--- src/rtl/stage3_bus_arb_pkg.sv ---
// Shared types for the stage3 fetch/data bus arbiter.
// Holds the FSM encoding, the latched request bundle and the pick rule.
package stage3_bus_arb_pkg;

    typedef logic [31:0] word_t;

    localparam int unsigned DEF_STARVE_LIMIT = 4;

    typedef enum logic [1:0] {
        ARB_IDLE,
        ARB_GNT_I,
        ARB_GNT_D
    } arb_state_t;

    typedef struct packed {
        word_t       addr;
        word_t       wdata;
        logic [3:0]  byte_en;
        logic        ren;
        logic        wen;
    } bus_req_t;

    // Data wins unless fetch is waiting and has already been passed over
    // the maximum number of times.
    function automatic arb_state_t arb_pick(
        input logic i_ok,
        input logic d_ok,
        input logic starved
    );
        arb_state_t s;
        s = ARB_IDLE;
        if (d_ok && (!i_ok || !starved)) begin
            s = ARB_GNT_D;
        end else if (i_ok) begin
            s = ARB_GNT_I;
        end
        return s;
    endfunction

endpackage

--- src/rtl/generic_bus_if.sv ---
// Generic request/busy bus between a requester (cpu side) and a responder.
// Signals: addr, wdata, rdata, ren, wen, busy, byte_en, error.
interface generic_bus_if;
    import stage3_bus_arb_pkg::*;

    word_t       addr;
    word_t       wdata;
    word_t       rdata;
    logic        ren;
    logic        wen;
    logic        busy;
    logic [3:0]  byte_en;
    logic        error;

    // Responder view: receives the request, returns busy/rdata/error.
    modport generic_bus (
        input  addr, ren, wen, wdata, byte_en,
        output rdata, busy, error
    );

    // Requester view: drives the request, observes busy/rdata/error.
    modport cpu (
        output addr, ren, wen, wdata, byte_en,
        input  rdata, busy, error
    );

endinterface

--- src/rtl/stage3_bus_arbiter_req_latch.sv ---
// bus_req_latch: load-enabled register holding the granted request.
// Ports: clk, clr_n (sync active-low clear), load, req_in, req_q.
module bus_req_latch
    import stage3_bus_arb_pkg::*;
(
    input  logic     clk,
    input  logic     clr_n,
    input  logic     load,
    input  bus_req_t req_in,
    output bus_req_t req_q
);

    bus_req_t req_d;

    always_comb begin
        req_d = req_q;
        if (load) begin
            req_d = req_in;
        end
    end

    always_ff @(posedge clk) begin
        if (!clr_n) begin
            req_q <= '0;
        end else begin
            req_q <= req_d;
        end
    end

endmodule

--- src/rtl/stage3_bus_arbiter.sv ---
// Arbitrates fetch (igen) and data (dgen) onto one downstream bus.
// Ports: CLK, nRST (sync active-low), igen/dgen responders, out requester.
module stage3_bus_arbiter
    import stage3_bus_arb_pkg::*;
#(
    parameter int unsigned STARVE_LIMIT = DEF_STARVE_LIMIT
) (
    input  logic                   CLK,
    input  logic                   nRST,
    generic_bus_if.generic_bus     igen_bus_if,
    generic_bus_if.generic_bus     dgen_bus_if,
    generic_bus_if.cpu             out_gen_bus_if
);

    localparam int unsigned CNT_W = $clog2(STARVE_LIMIT + 1);
    localparam logic [CNT_W-1:0] LIMIT_C = CNT_W'(STARVE_LIMIT);

    arb_state_t        state_q;
    arb_state_t        state_d;
    logic [CNT_W-1:0]  starve_cnt_q;
    logic [CNT_W-1:0]  starve_cnt_d;

    bus_req_t          lat_q;
    bus_req_t          lat_in;
    logic              lat_load;

    logic              i_pend;
    logic              d_pend;
    logic              gnt_i;
    logic              gnt_d;
    logic              done;
    logic              i_match;
    logic              d_match;
    logic              deliver_i;
    logic              deliver_d;
    logic              arb_en;
    logic              i_ok;
    logic              d_ok;
    arb_state_t        pick;

    // Fetch is read-only; its write-side fields are never used.
    logic              unused_ifields;
    assign unused_ifields = ^{igen_bus_if.wen,
                              igen_bus_if.wdata,
                              igen_bus_if.byte_en};

    assign i_pend = igen_bus_if.ren;
    assign d_pend = dgen_bus_if.ren | dgen_bus_if.wen;

    assign gnt_i = (state_q == ARB_GNT_I);
    assign gnt_d = (state_q == ARB_GNT_D);
    assign done  = (gnt_i | gnt_d) & ~out_gen_bus_if.busy;

    // A result is handed back only if the requester is still asking for
    // the same address; a flushed or redirected request gets nothing.
    assign i_match = i_pend && (igen_bus_if.addr == lat_q.addr);
    assign d_match = d_pend && (dgen_bus_if.addr == lat_q.addr);

    assign deliver_i = gnt_i & done & i_match;
    assign deliver_d = gnt_d & done & d_match;

    // A delivered request is still visible during its completion cycle,
    // so it must not win the re-arbitration that happens in that cycle.
    assign arb_en = (state_q == ARB_IDLE) | done;
    assign i_ok   = i_pend & ~deliver_i;
    assign d_ok   = d_pend & ~deliver_d;
    assign pick   = arb_pick(i_ok, d_ok, starve_cnt_q >= LIMIT_C);

    always_comb begin
        state_d  = state_q;
        lat_load = 1'b0;
        if (arb_en) begin
            state_d  = pick;
            lat_load = (pick != ARB_IDLE);
        end
    end

    always_comb begin
        lat_in = '0;
        if (pick == ARB_GNT_D) begin
            lat_in.addr    = dgen_bus_if.addr;
            lat_in.wdata   = dgen_bus_if.wdata;
            lat_in.byte_en = dgen_bus_if.byte_en;
            lat_in.ren     = dgen_bus_if.ren;
            lat_in.wen     = dgen_bus_if.wen;
        end else begin
            lat_in.addr    = igen_bus_if.addr;
            lat_in.wdata   = '0;
            lat_in.byte_en = 4'b1111;
            lat_in.ren     = 1'b1;
            lat_in.wen     = 1'b0;
        end
    end

    always_comb begin
        starve_cnt_d = starve_cnt_q;
        if (!i_ok) begin
            starve_cnt_d = '0;
        end else if (lat_load && pick == ARB_GNT_I) begin
            starve_cnt_d = '0;
        end else if (lat_load && pick == ARB_GNT_D) begin
            if (starve_cnt_q != LIMIT_C) begin
                starve_cnt_d = starve_cnt_q + CNT_W'(1);
            end
        end
    end

    always_ff @(posedge CLK) begin
        if (!nRST) begin
            state_q      <= ARB_IDLE;
            starve_cnt_q <= '0;
        end else begin
            state_q      <= state_d;
            starve_cnt_q <= starve_cnt_d;
        end
    end

    bus_req_latch u_req_latch (
        .clk    (CLK),
        .clr_n  (nRST),
        .load   (lat_load),
        .req_in (lat_in),
        .req_q  (lat_q)
    );

    // Downstream is driven only from the latch; strobes drop in IDLE.
    assign out_gen_bus_if.addr    = lat_q.addr;
    assign out_gen_bus_if.wdata   = lat_q.wdata;
    assign out_gen_bus_if.byte_en = lat_q.byte_en;
    assign out_gen_bus_if.ren     = (gnt_i | gnt_d) & lat_q.ren;
    assign out_gen_bus_if.wen     = (gnt_i | gnt_d) & lat_q.wen;

    assign igen_bus_if.busy  = ~deliver_i;
    assign igen_bus_if.rdata = deliver_i ? out_gen_bus_if.rdata : '0;
    assign igen_bus_if.error = deliver_i & out_gen_bus_if.error;

    assign dgen_bus_if.busy  = ~deliver_d;
    assign dgen_bus_if.rdata = deliver_d ? out_gen_bus_if.rdata : '0;
    assign dgen_bus_if.error = deliver_d & out_gen_bus_if.error;

endmodule

--- src/flat_wrapper.sv ---
// flat-port wrapper written by rule: the top's interface ports become plain ports
module stage3_bus_arbiter_flat import stage3_bus_arb_pkg::*;
#(
    parameter int unsigned STARVE_LIMIT = DEF_STARVE_LIMIT
)
  (CLK, nRST, igen_bus_if_addr, igen_bus_if_ren, igen_bus_if_wen, igen_bus_if_wdata, igen_bus_if_byte_en, igen_bus_if_rdata, igen_bus_if_busy, igen_bus_if_error, dgen_bus_if_addr, dgen_bus_if_ren, dgen_bus_if_wen, dgen_bus_if_wdata, dgen_bus_if_byte_en, dgen_bus_if_rdata, dgen_bus_if_busy, dgen_bus_if_error, out_gen_bus_if_addr, out_gen_bus_if_ren, out_gen_bus_if_wen, out_gen_bus_if_wdata, out_gen_bus_if_byte_en, out_gen_bus_if_rdata, out_gen_bus_if_busy, out_gen_bus_if_error);
  generic_bus_if igen_bus_if_i ();
  generic_bus_if dgen_bus_if_i ();
  generic_bus_if out_gen_bus_if_i ();
  input  logic CLK;
  input  logic nRST;
  input wire logic [$bits(igen_bus_if_i.addr)-1:0] igen_bus_if_addr;
  input wire logic [$bits(igen_bus_if_i.ren)-1:0] igen_bus_if_ren;
  input wire logic [$bits(igen_bus_if_i.wen)-1:0] igen_bus_if_wen;
  input wire logic [$bits(igen_bus_if_i.wdata)-1:0] igen_bus_if_wdata;
  input wire logic [$bits(igen_bus_if_i.byte_en)-1:0] igen_bus_if_byte_en;
  output wire logic [$bits(igen_bus_if_i.rdata)-1:0] igen_bus_if_rdata;
  output wire logic [$bits(igen_bus_if_i.busy)-1:0] igen_bus_if_busy;
  output wire logic [$bits(igen_bus_if_i.error)-1:0] igen_bus_if_error;
  input wire logic [$bits(dgen_bus_if_i.addr)-1:0] dgen_bus_if_addr;
  input wire logic [$bits(dgen_bus_if_i.ren)-1:0] dgen_bus_if_ren;
  input wire logic [$bits(dgen_bus_if_i.wen)-1:0] dgen_bus_if_wen;
  input wire logic [$bits(dgen_bus_if_i.wdata)-1:0] dgen_bus_if_wdata;
  input wire logic [$bits(dgen_bus_if_i.byte_en)-1:0] dgen_bus_if_byte_en;
  output wire logic [$bits(dgen_bus_if_i.rdata)-1:0] dgen_bus_if_rdata;
  output wire logic [$bits(dgen_bus_if_i.busy)-1:0] dgen_bus_if_busy;
  output wire logic [$bits(dgen_bus_if_i.error)-1:0] dgen_bus_if_error;
  output wire logic [$bits(out_gen_bus_if_i.addr)-1:0] out_gen_bus_if_addr;
  output wire logic [$bits(out_gen_bus_if_i.ren)-1:0] out_gen_bus_if_ren;
  output wire logic [$bits(out_gen_bus_if_i.wen)-1:0] out_gen_bus_if_wen;
  output wire logic [$bits(out_gen_bus_if_i.wdata)-1:0] out_gen_bus_if_wdata;
  output wire logic [$bits(out_gen_bus_if_i.byte_en)-1:0] out_gen_bus_if_byte_en;
  input wire logic [$bits(out_gen_bus_if_i.rdata)-1:0] out_gen_bus_if_rdata;
  input wire logic [$bits(out_gen_bus_if_i.busy)-1:0] out_gen_bus_if_busy;
  input wire logic [$bits(out_gen_bus_if_i.error)-1:0] out_gen_bus_if_error;
  assign igen_bus_if_i.addr = igen_bus_if_addr;
  assign igen_bus_if_i.ren = igen_bus_if_ren;
  assign igen_bus_if_i.wen = igen_bus_if_wen;
  assign igen_bus_if_i.wdata = igen_bus_if_wdata;
  assign igen_bus_if_i.byte_en = igen_bus_if_byte_en;
  assign igen_bus_if_rdata = igen_bus_if_i.rdata;
  assign igen_bus_if_busy = igen_bus_if_i.busy;
  assign igen_bus_if_error = igen_bus_if_i.error;
  assign dgen_bus_if_i.addr = dgen_bus_if_addr;
  assign dgen_bus_if_i.ren = dgen_bus_if_ren;
  assign dgen_bus_if_i.wen = dgen_bus_if_wen;
  assign dgen_bus_if_i.wdata = dgen_bus_if_wdata;
  assign dgen_bus_if_i.byte_en = dgen_bus_if_byte_en;
  assign dgen_bus_if_rdata = dgen_bus_if_i.rdata;
  assign dgen_bus_if_busy = dgen_bus_if_i.busy;
  assign dgen_bus_if_error = dgen_bus_if_i.error;
  assign out_gen_bus_if_addr = out_gen_bus_if_i.addr;
  assign out_gen_bus_if_ren = out_gen_bus_if_i.ren;
  assign out_gen_bus_if_wen = out_gen_bus_if_i.wen;
  assign out_gen_bus_if_wdata = out_gen_bus_if_i.wdata;
  assign out_gen_bus_if_byte_en = out_gen_bus_if_i.byte_en;
  assign out_gen_bus_if_i.rdata = out_gen_bus_if_rdata;
  assign out_gen_bus_if_i.busy = out_gen_bus_if_busy;
  assign out_gen_bus_if_i.error = out_gen_bus_if_error;
  stage3_bus_arbiter #(.STARVE_LIMIT(STARVE_LIMIT)) u_core (.CLK(CLK), .nRST(nRST), .igen_bus_if(igen_bus_if_i), .dgen_bus_if(dgen_bus_if_i), .out_gen_bus_if(out_gen_bus_if_i));
endmodule
--- config.mk ---
export PLATFORM = sky130hd
export DESIGN_NAME = stage3_bus_arbiter_flat
export DESIGN_NICKNAME = d
export VERILOG_FILES = /design/src/rtl/stage3_bus_arb_pkg.sv /design/src/rtl/generic_bus_if.sv /design/src/rtl/stage3_bus_arbiter_req_latch.sv /design/src/rtl/stage3_bus_arbiter.sv /design/src/flat_wrapper.sv
export SDC_FILE = /design/constraint.sdc
export NUM_CORES = 1
export LEC_CHECK = 0
export ABC_CLOCK_PERIOD_IN_PS = 6400
export CAP_MARGIN = 20
export CORE_AREA = 3 3 121 123
export CTS_BUF_LIST = sky130_fd_sc_hd__clkbuf_8
export DETAILED_ROUTE_END_ITERATION = 8
export DIE_AREA = 0 0 124 126
export PLACE_DENSITY_LB_ADDON = 0.15
export SLEW_MARGIN = 25
export SYNTH_ARGS = -nofsm -noshare
export SYNTH_HDL_FRONTEND = slang
export SYNTH_SLANG_ARGS = --single-unit
--- constraint.sdc ---
create_clock -name CLK -period 6.4 [get_ports CLK]
set_clock_uncertainty 0.05 [all_clocks]
set_input_delay 1.28 -clock CLK [delete_from_list [all_inputs] [get_ports CLK]]
set_output_delay 1.28 -clock CLK [all_outputs]
set_load 0.02 [all_outputs]
==> out/results.tsv <==
metric	value	unit
required	5.07	ns
synth_top_family_by_area	compound AO/OA/AOI/OAI gates	
cts.clk_slew.worst_paths	0.09	ns
synth-edff-count	0	
period_minus_slack	5.67	ns
dp_slack	0.726	ns
yosys_warnings	0	
synth.distinct_cells	42	
pin_count	314	
core	13800	um2
antenna_left	0	
syn_inst	580	
path_class	input port to output pin	
tritoncts	yes	
ys_async_sr_fraction	0	%
cts_hold_buffers	0	
dp_cells	932	
synth-compound-area-share	24.6	%
finalHoldViolations	0	
yosys.area.top_type	dfxtp_1	
ir_drop	0.113	mV
slew_viol_final	0	
ys_seq_area_share	29.5	%
whs	0.429	ns
finalCritPeriodShare	88.5	%
fillCellCount	1226	
relSlewSlack	41.1	%
critPathMaxStageDelay	0.64	ns
crit_path_cell_trace	clkdlybuf4s50_1, xor2_1, or4_1, or4_4, nor3_2, buf_4, and2_1, clkdlybuf4s50_1	
fin_cells	948	
drc	0	
grt_overflow_total	0	
insertion_delay	0.36	ns
postLayoutCellArea	7670	um2
cts_resized	0	
cts-root-buf	clkbuf_8	
ys.flop_type	dfxtp_1	
synth_area	5090	um2
grt_antenna_before_repair	0	
antenna_cells	0	
nets	944	
synth-xor-area-share	10.7	%
synth.most_common_cell	dfxtp_1	
synth_commonest_cells	dfxtp_1 (75), and2_1 (70), buf_4 (68)	
routabilityCongestion	0.819	
wire_per_inst	20.4	um
synth_top_area_share	29.5	%
synth.ff_latch_count	75	
max_freq	176	MHz
start_util	36.9	%
rows	43	
p_per_area	196	nW/um2
cts_made_buffers	9	
end_kind	output pin	
post-dp-hpwl	14400	um
clk_path_buf_depth	2	
fin_total_pwr	1.51	mW
grt_max_degree	39	
post-cts-setup-buffers	0	
grt_setup_unrepaired	no	
synth_mux_area_share	0	%
place_area	7440	um2
yosys.area_share.adder	1.23	%
first_pass_iters	4	
cp_max_fo	34	
syn-num-nets	761	
hold_path.class	flip-flop to flip-flop	
multiInputGateArea	2820	um2
setup_tns	0	ns
portBuffers	276	
clock_sinks	75	
die-area	15600	um2
syn_area_per_cell	8.77	um2
die_w	124	um
num_vias	5225	
cp_data_arrival_time	4.34	ns
area_growth	50.8	%
max_slew.worst_pin.slew	0.884	ns
status	finished clean	
htreeDepth	3	
cap_violations	0	
critPathMostFrequentCell	clkdlybuf4s50_1	
fin_util	55.7	%
start_kind	input port	
synth-simple-area-share	18.4	%
wl	19300	um
drtIter0Drc	336	
grt_pass1_vias	5095	
die_h	126	um
grt_pass1_wl	29400	um
drive_gt1_share	5.99	%
viasPerCell	5.51	
synthTopCellsByArea	dfxtp_1 (30%), buf_4 (10%), and2_1 (8.6%)	
finalSetupViolations	0	
setup_ws	0.734	ns
regArea	1500	um2
cpMaxStageDelayCell	clkdlybuf4s50_1	
grt_usage	23.6	%
power.leakage	2.80	nW
## final timing paths
| check | startpoint | endpoint | slack (ns) | depth (start not counted) |
|---|---|---|---|---|
| setup / recovery | dgen_bus_if_addr[27] | dgen_bus_if_rdata[10] | 0.73 | 8 |
| hold / removal | u_core.u_req_latch.req_q[0] | u_core.u_req_latch.req_q[0] | 0.43 | 1 |
| setup reg to reg | u_core.state_q[0] | u_core.u_req_latch.req_q[59] | 2.76 | 9 |
| hold reg to reg | u_core.u_req_latch.req_q[0] | u_core.u_req_latch.req_q[0] | 0.43 | 1 |
## cells by family after synthesis
group,Yosys count
simple gates,157
compound gates,154
buf+inv,127
flops,75
xor+xnor,62
fa+ha+maj,5
## critical path, delay by kind of cell
kind	cells	cell delay (ns)
buffers and inverters	3	1.43
AND/OR/NAND/NOR	4	1.41
XOR/XNOR	1	0.18
## power breakdown
part / total, mW / switching (mW) / internal [mW]
Sequential: 0.566 / 0.0504 / 0.516
Clock: 0.434 / 0.206 / 0.227
Combinational: 0.506 / 0.254 / 0.253
## layout by cell type, fill, tap and decap left out, types with 4 or more instances in the layout
master,n
clkdlybuf4s50_1,276
dfxtp_1,75
and2_1,70
xor2_1,35
nand3_1,35
o21ai_0,33
a221oi_1,33
a22o_1,33
a311oi_1,32
xnor2_1,27
buf_4,12
nand4_1,11
inv_1,10
nand2_1,9
clkbuf_8,9
nor4_1,8
o221a_2,6
ha_1,5
or4_1,4
a21oi_1,4
## sequential cells by signal, indices dropped and copies added (netlist names)
signal / flops
u_core.state_q: 2
u_core.starve_cnt_q: 3
u_core.u_req_latch.req_q: 70
## final cells by class
cell class / count / area share [%]
well taps: 180 / 2.94
clock buffers: 9 / 1.62
inverters: 11 / 0.538
clock inverters: 7 / 1.39
repair buffers: 288 / 37.2
multi-input cells: 378 / 36.8
flip-flops and latches: 75 / 19.6
## layer usage
metal / track usage, % / wire length, um
met1: 32.5 / 8210
met2: 38.2 / 9400
met4: 5.35 / 269
met3: 4.63 / 1440
met5: 0 / 0
Power figures use the tool's default switching activity.
